<file path="src/rtl/snake_pkg.sv">
// Heading encoding, keypad geometry and row-drive table shared by the keypad front end.
package snake_pkg;

  typedef logic [1:0] dir_t;

  localparam dir_t DIR_UP    = 2'd0;
  localparam dir_t DIR_DOWN  = 2'd1;
  localparam dir_t DIR_RIGHT = 2'd2;
  localparam dir_t DIR_LEFT  = 2'd3;

  // Key indices 0..3 equal the heading they produce, so a key index is its candidate heading.
  localparam int KEY_UP       = 0;
  localparam int KEY_DOWN     = 1;
  localparam int KEY_RIGHT    = 2;
  localparam int KEY_LEFT     = 3;
  localparam int KEY_PAUSE    = 4;
  localparam int NUM_DIR_KEYS = 4;

  // Packed tables indexed by key: {PAUSE, LEFT, RIGHT, DOWN, UP}.
  localparam logic [4:0][1:0] KEY_ROW = {2'd1, 2'd1, 2'd1, 2'd0, 2'd2};
  localparam logic [4:0][1:0] KEY_COL = {2'd1, 2'd2, 2'd0, 2'd1, 2'd1};

  // Active-low one-hot row drive, indexed by row number.
  localparam logic [3:0][3:0] ROW_DRIVE = {4'b0111, 4'b1011, 4'b1101, 4'b1110};

  // UP<->DOWN and RIGHT<->LEFT differ only in bit 0.
  function automatic dir_t opposite(input dir_t d);
    return d ^ 2'b01;
  endfunction

  function automatic logic multi_low(input logic [3:0] cols);
    return $countones(~cols) > 1;
  endfunction

endpackage

</file>
<file path="src/rtl/keypad_debounce.sv">
// Per-key saturating debounce counter; emits a one-cycle press event on the released->pressed transition.
module keypad_debounce
  import snake_pkg::*;
#(
  parameter int DEBOUNCE_SCANS = 3
) (
  input  logic       clk,
  input  logic       reset,
  input  logic       i_sample_en,
  input  logic       i_pressed,
  output logic [3:0] o_count,
  output logic       o_state,
  output logic       o_press
);

  localparam logic [3:0] CNT_MAX = 4'(DEBOUNCE_SCANS);

  logic [3:0] r_count;
  logic       r_state;
  logic       r_press;
  logic [3:0] w_next;

  always_comb begin
    w_next = r_count;
    if (i_sample_en) begin
      if (i_pressed && (r_count != CNT_MAX)) begin
        w_next = r_count + 4'd1;
      end else if (!i_pressed && (r_count != 4'd0)) begin
        w_next = r_count - 4'd1;
      end
    end
  end

  always_ff @(posedge clk or negedge reset) begin
    if (!reset) begin
      r_count <= 4'd0;
      r_state <= 1'b0;
      r_press <= 1'b0;
    end else begin
      r_count <= w_next;
      if (w_next == CNT_MAX) begin
        r_state <= 1'b1;
      end else if (w_next == 4'd0) begin
        r_state <= 1'b0;
      end
      // Only the sample that first reaches the threshold fires; held keys stay silent.
      r_press <= i_sample_en && (w_next == CNT_MAX) && !r_state;
    end
  end

  assign o_count = r_count;
  assign o_state = r_state;
  assign o_press = r_press;

endmodule

</file>
<file path="src/rtl/keypad_direction_unit.sv">
// Keypad row scanner, per-key debounce and a two-entry turn queue feeding the snake heading.
// Defining KEYPAD_PAUSE_EN adds the pause key and the paused output behaviour.
module keypad_direction_unit
  import snake_pkg::*;
#(
  parameter int SCAN_DIV       = 125000,
  parameter int DEBOUNCE_SCANS = 3
) (
  input  logic       clk,
  input  logic       reset,
  input  logic [3:0] key_col,
  output logic [3:0] key_row,
  input  logic       step_tick,
  output logic [1:0] direction,
  output logic [1:0] pending,
  output logic       paused
);

`ifdef KEYPAD_PAUSE_EN
  localparam int NUM_KEYS = 5;
`else
  localparam int NUM_KEYS = 4;
`endif

  localparam int             DW         = (SCAN_DIV > 1) ? $clog2(SCAN_DIV) : 1;
  localparam logic [DW-1:0]  DWELL_LAST = DW'(SCAN_DIV - 1);

  logic [DW-1:0] r_dwell;
  logic [1:0]    r_row;
  logic [3:0]    r_col_s1;
  logic [3:0]    r_col_s2;
  logic          w_sample_en;
  logic          w_ghost;

  always_ff @(posedge clk or negedge reset) begin
    if (!reset) begin
      r_dwell <= '0;
      r_row   <= 2'd0;
    end else if (r_dwell == DWELL_LAST) begin
      r_dwell <= '0;
      r_row   <= r_row + 2'd1;
    end else begin
      r_dwell <= r_dwell + DW'(1);
    end
  end

  // Columns are asynchronous to clk; the dwell is long enough for the synchronizer to settle.
  always_ff @(posedge clk or negedge reset) begin
    if (!reset) begin
      r_col_s1 <= 4'hF;
      r_col_s2 <= 4'hF;
    end else begin
      r_col_s1 <= key_col;
      r_col_s2 <= r_col_s1;
    end
  end

  assign key_row     = ROW_DRIVE[r_row];
  assign w_sample_en = (r_dwell == DWELL_LAST);
  assign w_ghost     = multi_low(r_col_s2);

  logic [NUM_KEYS-1:0]      w_key_sample;
  logic [NUM_KEYS-1:0]      w_key_raw;
  logic [NUM_KEYS-1:0]      w_key_state;
  logic [NUM_KEYS-1:0]      w_key_press;
  logic [NUM_KEYS-1:0][3:0] w_key_cnt;

  for (genvar k = 0; k < NUM_KEYS; k++) begin : g_key
    assign w_key_sample[k] = w_sample_en && (r_row == KEY_ROW[k]);
    assign w_key_raw[k]    = !r_col_s2[KEY_COL[k]] && !w_ghost;

    keypad_debounce #(
      .DEBOUNCE_SCANS(DEBOUNCE_SCANS)
    ) u_debounce (
      .clk        (clk),
      .reset      (reset),
      .i_sample_en(w_key_sample[k]),
      .i_pressed  (w_key_raw[k]),
      .o_count    (w_key_cnt[k]),
      .o_state    (w_key_state[k]),
      .o_press    (w_key_press[k])
    );
  end

  logic w_unused_dbg;
  assign w_unused_dbg = ^{w_key_cnt, w_key_state};

  logic w_paused;

`ifdef KEYPAD_PAUSE_EN
  logic r_paused;

  always_ff @(posedge clk or negedge reset) begin
    if (!reset) begin
      r_paused <= 1'b0;
    end else if (w_key_press[KEY_PAUSE]) begin
      r_paused <= !r_paused;
    end
  end

  assign w_paused = r_paused;
`else
  assign w_paused = 1'b0;
`endif

  assign paused = w_paused;

  // At most one direction event per cycle (one row sampled at a time, ghost rule covers row 1).
  dir_t w_cand;
  logic w_evt;

  always_comb begin
    w_cand = DIR_UP;
    w_evt  = 1'b0;
    for (int k = NUM_DIR_KEYS - 1; k >= 0; k--) begin
      if (w_key_press[k]) begin
        w_cand = dir_t'(k);
        w_evt  = 1'b1;
      end
    end
  end

  dir_t       r_direction;
  dir_t       r_q0;
  dir_t       r_q1;
  logic [1:0] r_pending;

  logic       w_pop;
  logic [1:0] w_pend_pp;
  dir_t       w_q0_pp;
  dir_t       w_dir_pp;
  dir_t       w_ref;
  logic       w_accept;
  dir_t       w_q0_nxt;
  dir_t       w_q1_nxt;
  logic [1:0] w_pend_nxt;

  // Pop first, then judge the new turn against the post-pop queue.
  always_comb begin
    w_pop     = step_tick && (r_pending != 2'd0) && !w_paused;
    w_pend_pp = r_pending - {1'b0, w_pop};
    w_q0_pp   = w_pop ? r_q1 : r_q0;
    w_dir_pp  = w_pop ? r_q0 : r_direction;

    if (w_pend_pp == 2'd2) begin
      w_ref = r_q1;
    end else if (w_pend_pp == 2'd1) begin
      w_ref = w_q0_pp;
    end else begin
      w_ref = w_dir_pp;
    end

    w_accept = w_evt && !w_paused && (w_pend_pp != 2'd2) &&
               (w_cand != w_ref) && (w_cand != opposite(w_ref));

    w_q0_nxt   = w_q0_pp;
    w_q1_nxt   = r_q1;
    w_pend_nxt = w_pend_pp;
    if (w_accept) begin
      if (w_pend_pp == 2'd0) begin
        w_q0_nxt = w_cand;
      end else begin
        w_q1_nxt = w_cand;
      end
      w_pend_nxt = w_pend_pp + 2'd1;
    end
  end

  always_ff @(posedge clk or negedge reset) begin
    if (!reset) begin
      r_direction <= DIR_RIGHT;
      r_q0        <= DIR_UP;
      r_q1        <= DIR_UP;
      r_pending   <= 2'd0;
    end else begin
      r_direction <= w_dir_pp;
      r_q0        <= w_q0_nxt;
      r_q1        <= w_q1_nxt;
      r_pending   <= w_pend_nxt;
    end
  end

  assign direction = r_direction;
  assign pending   = r_pending;

endmodule

</file>
<file path="config.mk">
export PLATFORM = sky130hd
export DESIGN_NAME = keypad_direction_unit
export DESIGN_NICKNAME = d
export VERILOG_FILES = /design/src/rtl/snake_pkg.sv /design/src/rtl/keypad_debounce.sv /design/src/rtl/keypad_direction_unit.sv
export SDC_FILE = /design/constraint.sdc
export NUM_CORES = 1
export LEC_CHECK = 0
export ABC_AREA = 1
export BUFFER_PORTS_ARGS = -buffer_cell sky130_fd_sc_hd__buf_2
export CAP_MARGIN = 20
export CORE_UTILIZATION = 40
export DETAILED_ROUTE_END_ITERATION = 10
export PLACE_DENSITY = 0.61
export SLEW_MARGIN = 25
export SYNTH_ARGS = -nofsm -noshare
export SYNTH_HDL_FRONTEND = slang
export SYNTH_SLANG_ARGS = --single-unit
</file>
<file path="constraint.sdc">
create_clock -name clk -period 5.2 [get_ports clk]
set_input_delay 0.26 -clock clk [delete_from_list [all_inputs] [get_ports clk]]
set_output_delay 0.26 -clock clk [all_outputs]
set_load 0.02 [all_outputs]
</file>
==> flow_metrics.tcl, run 1 <==
set metrics [dict create \
    outcome "complete, but fails checks" \
    violations "DRC" \
    multi_input_comb_area_mm2 0.00188 \
    syn_area_mm2 0.00369 \
    cts.sinks 59 \
    grt_pass1_vias 2992 \
    cts_max_path_buffers 2 \
    drt-pass1-iter-count 7 \
    ioPinCount 16 \
    area_delta_synth_final_pct 10.3 \
    seq_area_mm2 0.00149 \
    crit_type "flip-flop to flip-flop" \
    synth_edf_count 0 \
    p_int_mw 0.730 \
    diodes 0 \
    postLayoutCoreUtil 0.460 \
    synthCells 501 \
    ys_types 32 \
    antenna_found_initial 0 \
    final_antenna_net_count 0 \
    synthFlopType "dfrtp_1" \
    path_max_fanout 8 \
    ys_top_cells_by_area "dfrtp_1 34%, nand2_1 16%, inv_1 7.1%" \
    syn_area_per_cell_um2 7.37 \
    drt-wirelength-per-cell_um 11.5 \
    die_w_um 98.1 \
    timing.fmax_ghz 0.403 \
    dp.cells 618 \
    nets 552 \
    htree_levels 3 \
    synth_seq_area_share 0.403 \
    comb_power_share 0.206 \
    die_h_um 98.1 \
    finalClockSkew_ns 0.00952 \
    synth_most_common_cell "nand2_1" \
    startpoint_type "flip-flop" \
    syn-num-nets 528 \
    ir_worst_vdd_v 0.000101 \
    use_met1 0.211 \
    synth_top_cell_by_area "dfrtp_1" \
    grt_overflow 0 \
    hold-worst-slack_ns 0.0721 \
    synth-seq-cells 59 \
    drv_cap 0 \
    grt_max_degree 60 \
    worstSetupEndpointType "flip-flop" \
    cts_tree "yes" \
    cts_root_buf "clkbuf_8" \
    vias 3028 \
    busiest_layer "met2" \
    clk_pin_slew_ns 0.07 \
    power_density_mw_per_mm2 262 \
    drt_iter0_drc 78 \
    power_frac_seq 0.463 \
    period_needed_ns 2.48 \
    reg2reg_slack_ns 2.72 \
    dieArea_mm2 0.00962 \
    wirelength_um 7360 \
    drc 1 \
    n_fill_cell 873 \
    use_met3 0.0451 \
    grt_first_pass_wirelength_um 13000 \
    vias_per_cell 4.75 \
    dp_hpwl_um 5510 \
    async_reset_ff_frac 1.00 \
    start_util 0.417 \
    ys.warnings.count 0 \
    portBuffers 14 \
    slew_violations 0 \
    core-area_mm2 0.00885 \
    synth_top_area_frac 0.339 \
    hold_viol 0 \
    finalNonFillerCells 638 \
    numCtsBuffers 9 \
    fin_setup_tns_ns 0 \
    p_switching_mw 0.335 \
    grtUsageMet2 0.280 \
    num_rows 34 \
    worstMarginPinSlew_ns 0.754 \
    p_total_mw 1.07 \
    p_clk_frac 0.331 \
    hp-class "input port to async pin" \
    clkLatencyLatePin_ns 0.34 \
    leakagePower_nw 2.07 \
    cp.arrival_ns 2.69 \
    drive_gt1_frac 0.130 \
    gp_congestion 0.849 \
    setup-violations-final 0 \
    post_cts_buffers 0 \
    rsz0062_at_grt "no" \
    post-route-period-util 0.477 \
    required_ns 5.41 \
    ys_top_cells_by_count "157 x nand2_1, 70 x inv_1, 51 x nor2_1, 50 x dfrtp_1, 43 x nand3_1" \
    swShare 0.315 \
    max_slew_margin 0.497 \
    grt_usage 0.169 \
]
==> placed cells by master, fill, tap and decap left out, types with 9 or more instances in the layout <==
cell / instances
buf_2: 14
clkbuf_8: 9
dfrtp_1: 50
dfstp_2: 9
ha_1: 19
inv_1: 70
nand2_1: 157
nand3_1: 43
nor2_1: 51
nor2_2: 10
o21ai_0: 12
xor2_1: 17
==> cells by family (layout without fill, tap and decap cells) <==
logic type               after synthesis  in the layout  synth area share
AND/OR/NAND/NOR                      292            292             0.351
buffers and inverters                 83            112            0.0878
adder cells (fa/ha/maj)               20             20            0.0698
flip-flops                            59             59             0.403
XOR/XNOR                              22             22            0.0522
other                                  1              1           0.00102
AO/OA/AOI/OAI                         24             24            0.0356
==> final cells by class <==
type                       count  share of cell area
tap                          108              0.0332
sequential                    59               0.366
timing repair buffer          19              0.0289
clock buffer                  11              0.0323
multi-input combinational    359               0.462
clock inverter                 5             0.00738
inverter                      77              0.0710
==> per-layer routing <==
layer	wire length, µm	vias to the layer above	part of all wire
met1	3570	1368	0.48
met3	240	12	0.033
li1	-	1600	-
met2	3450	48	0.47
met5	0	-	0
met4	102	0	0.014
==> through the flow <==
step                      area [µm²]  worst slack (ns)
final                           4070              2.72
after global routing            4070              2.33
after CTS                       4070              2.69
after detailed placement        3870              2.73
after global placement          3870              2.85
after floorplan                 3690              2.92
==> registers in the layout (all words and copies together) (netlist names) <==
register	count
r_col_s2	4
r_q0	2
r_col_s1	4
r_dwell	17
g_key.u_debounce.o_press	4
g_key.u_debounce.o_state	4
r_q1	2
r_row	2
direction	2
pending	2
g_key.u_debounce.o_count	16
==> path summary, 6_finish.rpt <==
kind | from | endpoint | cells past startpoint
min in group clk | step_tick | direction[1] | 3
max reg2reg | pending[1] | r_q0[1] | 15
min | reset | r_dwell[7] | 2
max in group asynchronous | reset | r_dwell[15] | 2
min reg2reg | r_col_s1[0] | r_col_s2[0] | 0
max | pending[1] | r_q0[1] | 15
==> power groups by stage <==
stage          clock (mW)  combinational (mW)  sequential, mW
2_1_floorplan           0               0.146           0.517
3_3_place_gp            0               0.211           0.500
3_5_place_dp            0               0.219           0.502
4_1_cts             0.374               0.223           0.493
5_1_grt             0.386               0.258           0.496
6_report            0.352               0.220           0.493
==> worst max-delay path, cell delays in order, from the launching register on <==
cell and delay, ns:
dfrtp_1 0.40, inv_1 0.06, nand2_1 0.08, nand2_1 0.15
inv_1 0.10, ha_1 0.20, xor2_1 0.22, inv_1 0.11
ha_1 0.20, nand3b_1 0.16, nand3_1 0.09, nand2_1 0.07
nand2_1 0.08, nand3_1 0.22, nand2_1 0.12, o21ai_0 0.09
==> timing repair <==
item	CTS	global route
resized for setup	0	0
hold endpoints to repair	4	0
hold buffers	4	0
(Power assumes the default switching activity.)
==> run 2: changes to the inputs <==
--- a/config.mk
+++ b/config.mk
@@ -10,7 +10,7 @@
 export CAP_MARGIN = 20
 export CORE_UTILIZATION = 40
 export DETAILED_ROUTE_END_ITERATION = 10
-export PLACE_DENSITY = 0.61
+export PLACE_DENSITY = 0.63
 export SLEW_MARGIN = 25
 export SYNTH_ARGS = -nofsm -noshare
 export SYNTH_HDL_FRONTEND = slang
==> constraint.sdc (replaced) <==
create_clock -name clk -period 2.15 [get_ports clk]
set_input_delay 0.1075 -clock clk [delete_from_list [all_inputs] [get_ports clk]]
set_output_delay 0.1075 -clock clk [all_outputs]
set_load 0.02 [all_outputs]
==> flow_metrics.tcl, run 2 (synthesis gave the netlist of run 1 again) <==
set metrics [dict create \
    outcome "complete, but fails checks" \
    violations "DRC" \
    required_ns 2.43 \
    grt_max_degree 25 \
    grt_pass1_vias 3067 \
    r2r_cells 13 \
    grt_overflow 0 \
    diodes 0 \
    antenna_found_initial 0 \
    start_util 0.417 \
    num_rows 34 \
    cp-startpoint "r_col_s2[0]" \
    post-route-period-util 0.966 \
    drive_gt1_frac 0.260 \
    ioPinCount 16 \
    fin_setup_tns_ns 0 \
    place_ws_ns -0.0418 \
    startpoint_type "flip-flop" \
    final_cell_mix "139 x nand2_1, 63 x inv_1, 48 x dfrtp_1" \
    dieArea_mm2 0.00962 \
    vias_per_cell 4.79 \
    portBuffers 14 \
    finalClockSkew_ns 0.00949 \
    cts_root_buf "clkbuf_8" \
    p_total_mw 3.18 \
    power_density_mw_per_mm2 710 \
    min_from "step_tick" \
    final_antenna_net_count 0 \
    grt_first_pass_wirelength_um 13500 \
    clkLatencyLatePin_ns 0.34 \
    clk_pin_slew_ns 0.07 \
    n_fill_cell 821 \
    nets 569 \
    wirelength_um 7980 \
    numCtsBuffers 9 \
    vias 3138 \
    die_w_um 98.1 \
    htree_levels 3 \
    cts.sinks 59 \
    worstSetupEndpointType "flip-flop" \
    area_delta_synth_final_pct 21.4 \
    gp_congestion 0.812 \
    whs_path_depth 3 \
    period_needed_ns 2.08 \
    top_register "r_dwell" \
    setup-violations-final 0 \
    grt_usage 0.177 \
    leakagePower_nw 2.20 \
    largest_reg_flops 17 \
    final_common_cell "nand2_1" \
    slew_violations 0 \
    ir_worst_vdd_v 0.000267 \
    core-area_mm2 0.00885 \
    worstMarginPinSlew_ns 0.558 \
    hold_viol 0 \
    timing.fmax_ghz 0.481 \
    dp_hpwl_um 5670 \
    hp-class "input port to flip-flop" \
    max_slew_margin 0.628 \
    rsz0062_at_grt "yes" \
    r2r_start "r_col_s2[0]" \
    drt-wirelength-per-cell_um 12.2 \
    path_max_fanout 5 \
    cp.arrival_ns 2.36 \
    layout_setup_ws_ns 0.0728 \
    cts_max_path_buffers 2 \
    drt-pass1-iter-count 7 \
    drt_iter0_drc 106 \
    cts_tree "yes" \
    drc 1 \
    crit_type "flip-flop to flip-flop" \
    die_h_um 98.1 \
    drv_cap 0 \
]
[run 2: stage by stage]
step / utilization / cell area, µm² / hold WS (ns) / instances
after floorplan: - / 3700 / -0.188 / 501
after global placement: 0.445 / 3930 / 0.126 / 625
after detailed placement: 0.445 / 3930 / 0.133 / 625
after CTS: 0.476 / 4220 / 0.118 / 648
after global routing: 0.506 / 4480 / 0.153 / 655
final: 0.506 / 4480 / 0.131 / 655
[run 2: where the power goes]
part	switching [mW]	internal [mW]	leakage (nW)
clock network	0.460	0.561	0.0991
registers	0.0266	1.17	0.771
logic	0.524	0.438	1.33
[run 2: final timing paths]
check | end | slack, ns
max | g_key[1].u_debounce.o_press | 0.07
min reg2reg | r_col_s2[3] | 0.37
max reg2reg | g_key[1].u_debounce.o_press | 0.07
min in group asynchronous | r_dwell[5] | 0.28
min | direction[1] | 0.13
max in group asynchronous | r_col_s2[3] | 1.12
[run 2: what timing repair did]
action	CTS	global route
hold buffers	5	0
gates cloned	0	0
setup endpoints to repair	8	14
endpoints found under the hold margin	26	0
pin swaps	5	35
buffers inserted	2	7
resized for setup	6	60
[run 2: final cells by class]
cell class	count	area, µm²	share of cell area
clock buffers	11	141	0.0316
clock inverters	5	52.6	0.0117
multi-input cells	359	2120	0.473
inverters	77	289	0.0645
flip-flops and latches	59	1490	0.333
well taps	108	135	0.0302
repair buffers	36	251	0.0561
[run 2: layer usage]
metal  routed length (µm)  global-route usage  vias up
li1                     -                   -     1631
met1                 3660               0.216     1461
met2                 3930               0.304       34
met3                  283              0.0401       12
met4                  110              0.0653        0
met5                    0                   0        -
[run 2: critical path, stage by stage, from the launching register on]
cell     delay, ns
dfstp_2       0.38
fa_1          0.58
inv_1         0.06
nand2_2       0.09
nand3_4       0.14
nand2_4       0.13
inv_2         0.04
nand2_1       0.04
o21ai_1       0.07
nand2_1       0.08
nand2_2       0.08
nor2_4        0.13
nand3_2       0.09
nor2_2        0.11
